File: config.mk
export PLATFORM = sky130hd
export DESIGN_NAME = bomb_controller
export DESIGN_NICKNAME = d
export VERILOG_FILES = /design/src/rtl/bomb_controller.sv
export SDC_FILE = /design/constraint.sdc
export NUM_CORES = 1
export LEC_CHECK = 0
export CAP_MARGIN = 20
export CORE_MARGIN = 3
export CORE_UTILIZATION = 35
export CTS_CLUSTER_SIZE = 12
export DETAILED_ROUTE_END_ITERATION = 7
export HOLD_SLACK_MARGIN = 0.02
export SLEW_MARGIN = 20
export SYNTH_ARGS = -nofsm -noshare
export SYNTH_HDL_FRONTEND = slang
export SYNTH_SLANG_ARGS = --single-unit
File: constraint.sdc
create_clock -name clk -period 5.6 [get_ports clk]
set_clock_uncertainty 0.15 [all_clocks]
set_input_delay 1.12 -clock clk [delete_from_list [all_inputs] [get_ports clk]]
set_output_delay 1.12 -clock clk [all_outputs]
set_load 0.05 [all_outputs]
File: src/rtl/bomb_controller.sv
// Single-bomb sequencer for Bomberman: hitbox-centre tile snap, fuse timer, explosion window and pixel overlap.
// Optional remote detonation when BOMB_REMOTE_EN is defined.
module bomb_controller #(
  parameter int FUSE_CYCLES = 150000000,
  parameter int EXP_CYCLES  = 50000000,
  parameter int EXP_RANGE   = 1
) (
  input  logic       clk,
  input  logic       reset,
  input  logic       A,
  input  logic       gameover,
  input  logic [9:0] x_b,
  input  logic [9:0] y_b,
  input  logic [9:0] x,
  input  logic [9:0] y,
  output logic       bomb_active,
  output logic       exp_active,
  output logic       exp_start,
  output logic [5:0] bomb_col,
  output logic [4:0] bomb_row,
  output logic       bomb_on,
  output logic       exp_on
);

  localparam int MAX_CYCLES = (FUSE_CYCLES > EXP_CYCLES) ? FUSE_CYCLES : EXP_CYCLES;
  localparam int CNT_W      = (MAX_CYCLES > 1) ? $clog2(MAX_CYCLES) : 1;
  localparam logic [CNT_W-1:0] FUSE_LOAD = CNT_W'(FUSE_CYCLES - 1);
  localparam logic [CNT_W-1:0] EXP_LOAD  = CNT_W'(EXP_CYCLES - 1);

  typedef enum logic [1:0] {IDLE, FUSE, EXPLODE} state_t;

  state_t           state;
  logic [CNT_W-1:0] cnt;
  logic             a_p0, a_p1, a_p2;
  logic             place_req;
  logic             remote_det;

  assign place_req = a_p1 & ~a_p2;

`ifdef BOMB_REMOTE_EN
  assign remote_det = place_req;
`else
  assign remote_det = 1'b0;
`endif

  // Synchronizer stages, then the FSM with registered outputs
  always_ff @(posedge clk or posedge reset) begin
    if (reset) begin
      a_p0        <= 1'b0;
      a_p1        <= 1'b0;
      a_p2        <= 1'b0;
      state       <= IDLE;
      cnt         <= '0;
      bomb_col    <= '0;
      bomb_row    <= '0;
      bomb_active <= 1'b0;
      exp_active  <= 1'b0;
      exp_start   <= 1'b0;
    end else begin
      a_p0      <= A;
      a_p1      <= a_p0;
      a_p2      <= a_p1;
      exp_start <= 1'b0;
      if (gameover) begin
        state       <= IDLE;
        cnt         <= '0;
        bomb_active <= 1'b0;
        exp_active  <= 1'b0;
      end else begin
        case (state)
          IDLE: begin
            if (place_req) begin
              state       <= FUSE;
              cnt         <= FUSE_LOAD;
              // Snap the hitbox centre (sprite offset 8,17) onto the arena grid at (48,32)
              bomb_col    <= 6'((x_b + 10'd8 - 10'd48) >> 4);
              bomb_row    <= 5'((y_b + 10'd17 - 10'd32) >> 4);
              bomb_active <= 1'b1;
            end
          end
          FUSE: begin
            if (cnt == '0 || remote_det) begin
              state       <= EXPLODE;
              cnt         <= EXP_LOAD;
              bomb_active <= 1'b0;
              exp_active  <= 1'b1;
              exp_start   <= 1'b1;
            end else begin
              cnt <= cnt - CNT_W'(1);
            end
          end
          EXPLODE: begin
            if (cnt == '0) begin
              state      <= IDLE;
              exp_active <= 1'b0;
            end else begin
              cnt <= cnt - CNT_W'(1);
            end
          end
          default: state <= IDLE;
        endcase
      end
    end
  end

  logic [9:0] x_off, y_off;
  logic       pix_ok;
  logic       centre_hit;
  logic       arm_hit;
  logic       alive;
  int         pix_col, pix_row, tc, tr;

  assign x_off  = x - 10'd48;
  assign y_off  = y - 10'd32;
  assign pix_ok = (x >= 10'd48) && (y >= 10'd32);

  // Walk each arm outward; the first off-grid or pillar tile blocks the rest of that arm
  always_comb begin
    pix_col    = int'(x_off) / 16;
    pix_row    = int'(y_off) / 16;
    centre_hit = pix_ok && (pix_col == int'(bomb_col)) && (pix_row == int'(bomb_row));
    arm_hit    = 1'b0;
    alive      = 1'b0;
    tc         = 0;
    tr         = 0;
    for (int d = 0; d < 4; d++) begin
      alive = 1'b1;
      for (int k = 1; k <= EXP_RANGE; k++) begin
        tc = int'(bomb_col) + ((d == 0) ? k : ((d == 1) ? -k : 0));
        tr = int'(bomb_row) + ((d == 2) ? k : ((d == 3) ? -k : 0));
        if (tc < 0 || tc > 32 || tr < 0 || tr > 25 || (tc[0] && tr[0]))
          alive = 1'b0;
        if (alive && pix_ok && (pix_col == tc) && (pix_row == tr))
          arm_hit = 1'b1;
      end
    end
  end

  assign bomb_on = bomb_active & centre_hit;
  assign exp_on  = exp_active & (centre_hit | arm_hit);

endmodule

==> results.sh <==
export IMPL_cp_end_kind="output port"
export IMPL_vias=3613
export IMPL_grt_pass1_wl_microns=16800
export IMPL_synth_cells=486
export IMPL_path_clk_slew_ns=0.09
export IMPL_ir_worst_vdd_mv=0.109
export IMPL_powerDensity_nw_per_um2=295
export IMPL_gp_congestion=0.868
export IMPL_yosysUniqueCellTypes=57
export IMPL_yosysWarnings=0
export IMPL_clock_latency_ns=0.30
export IMPL_path_max_fanout=9
export IMPL_detail_route_wirelength_microns=9840
export IMPL_synth_area_top_cells="dfrtp_1 (31%), xnor2_1 (8.0%), ha_1 (6.2%)"
export IMPL_nets=583
export IMPL_grt_usage_pct=16.0
export IMPL_maxCapViolations=0
export IMPL_ctsResizeCount=0
export IMPL_synth_nets=549
export IMPL_wl_met3_microns=366
export IMPL_num_antenna_cells=0
export IMPL_die_w_microns=111
export IMPL_dp_slack_ns=0.312
export IMPL_finalSetupTns_ns=0
export IMPL_syn_area_sq_um=3820
export IMPL_min_from="a_p0"
export IMPL_holdWs_ns=0.210
export IMPL_drt_iter0_markers=239
export IMPL_stdcell_area_sq_um=4480
export IMPL_crit_required_ns=4.33
export IMPL_cts_root_buf="clkbuf_8"
export IMPL_reg2reg_from="cnt[16]"
export IMPL_yosysSeqAreaShare_pct=30.8
export IMPL_routed_wl_met2_microns=4770
export IMPL_crit_start="x[6]"
export IMPL_netlist_area_leader_share_pct=30.8
export IMPL_ant_nets=0
export IMPL_synth_most_common_cell="nor2_1"
export IMPL_gr_total_overflow=0
export IMPL_area_growth_pct=17.0
export IMPL_worstMarginPinSlew_ns=0.910
export IMPL_core_area_sq_um=10500
export IMPL_rsz0062_at_grt="no"
export IMPL_max_freq_ghz=0.186
export IMPL_cts_buffer_depth=2
export IMPL_hold_path_class="reg2reg"
export IMPL_row_count=37
export IMPL_holdBufCountCts=0
export IMPL_synth_area_leader_cell="dfrtp_1"
export IMPL_ys_async_sr_fraction_pct=100
export IMPL_antenna_found_initial=0
export IMPL_grt_pass1_vias=3456
export IMPL_wl_met1_microns=4620
export IMPL_grt_max_degree=48
export IMPL_dp_hpwl_microns=7260
export IMPL_maxSlewViolCount=0
export IMPL_ys_seq_elements=47
export IMPL_htree_levels=2
export IMPL_post_drt_via_cell_ratio=5.50
export IMPL_finalWorstSetupSlack_ns=0.238
export IMPL_dieHeight_microns=111
export IMPL_drive_above_1_share_pct=4.80
export IMPL_fin_crit_ns=5.36
export IMPL_arrival_ns=4.09
export IMPL_synth_edf_count=0
export IMPL_initial_core_util_pct=36.5
export IMPL_clock_sinks=47
export IMPL_dp_cells=649
export IMPL_wl_per_cell_microns=15.0
export IMPL_status="completed"
export IMPL_slew_headroom_pct=39.3
export IMPL_cts_made_buffers=5
export IMPL_finalPower_mw=1.32
export IMPL_syn_avg_cell_area_sq_um=7.87
export IMPL_fin_util_pct=42.8
export IMPL_instances_no_fill=657
export IMPL_hold_violations=0
export IMPL_io_pin_count=60
export IMPL_placed_cell_area_sq_um=4390
export IMPL_crit_type="in2out"
export IMPL_drc=0
export IMPL_start_kind="input port"
export IMPL_port_buffers=47
export IMPL_firstDrtPassIters=5
export IMPL_synth_flop_cell="dfrtp_1"
export IMPL_setup_violations_final=0
export IMPL_postCtsSetupRepairBufs=0
export IMPL_power_leakage_nw=1.81
export IMPL_fin_crit_sh_pct=95.8
export IMPL_die_area_sq_um=12200
export IMPL_dr_max_layer_used="met4"
export IMPL_cts_tree="built"
export IMPL_synthTopCellsByCount="nor2_1 (59), dfrtp_1 (47), a21oi_1 (42)"
cells in the final DEF, fill, tap and decap left out, types with 19 or more instances in the layout:
| cell type | synthesis | layout |
|---|---|---|
| nor3_1 | 26 | 25 |
| ha_1 | 19 | 19 |
| dfrtp_1 | 47 | 47 |
| xnor2_1 | 35 | 35 |
| o21ai_0 | 40 | 40 |
| inv_1 | 22 | 21 |
| clkdlybuf4s50_1 | 0 | 45 |
| nor2_1 | 59 | 59 |
| a21oi_1 | 42 | 42 |
| nand2_1 | 34 | 34 |
layout make-up:
type	count	area, sq um
Clock buffer	7	76.3
Clock inverter	1	5.00
Fill cell	1063	5990
Inverter	22	83.8
Multi-Input combinational cell	395	2470
Sequential cell	47	1180
Tap cell	136	170
Timing Repair Buffer	49	493
routing by layer:
metal	vias up	global-route usage, %
met5	-	0
met4	0	3.20
met3	6	2.47
met2	76	28.3
met1	1736	20.7
li1	1795	-
logic make-up after synthesis:
group                    synth area share (%)
AO/OA/AOI/OAI                            20.8
buffers and inverters                    4.74
XOR/XNOR                                 10.8
adder cells (fa/ha/maj)                  6.22
AND/OR/NAND/NOR                          25.6
multiplexers                             1.08
flip-flops                               30.8
path summary, 6_finish.rpt:
| path | to | slack, ns | depth (start not counted) |
|---|---|---|---|
| worst max-delay path | exp_on | 0.24 | 9 |
| worst min-delay path | a_p1 | 0.21 | 0 |
| min in group asynchronous | bomb_col[2] | 1.14 | 2 |
| worst max register to register | cnt[6] | 2.41 | 6 |
| max in group asynchronous | cnt[3] | 3.65 | 2 |
| worst min register to register | a_p1 | 0.21 | 0 |
power by group:
| group | switching [mW] | leakage, nW | internal [mW] |
|---|---|---|---|
| combinational | 0.371 | 1.17 | 0.251 |
| sequential | 0.108 | 0.602 | 0.386 |
| clock | 0.116 | 0.0422 | 0.0880 |
state kept, by name (all words and copies together) (netlist names):
register,flops
a_p1,1
exp_active,1
cnt,28
a_p2,1
bomb_row,5
exp_start,1
a_p0,1
state,2
bomb_col,6
bomb_active,1
critical path, cell delays in order:
cell and delay (ns):
clkdlybuf4s50_1 0.57, a2111oi_0 0.63, xnor2_1 0.34, or4b_2 0.70, nand3_1 0.11, nand4b_1 0.11, a21oi_1 0.17, o22a_1 0.20
buf_12 0.15
(Power assumes the default switching activity.)
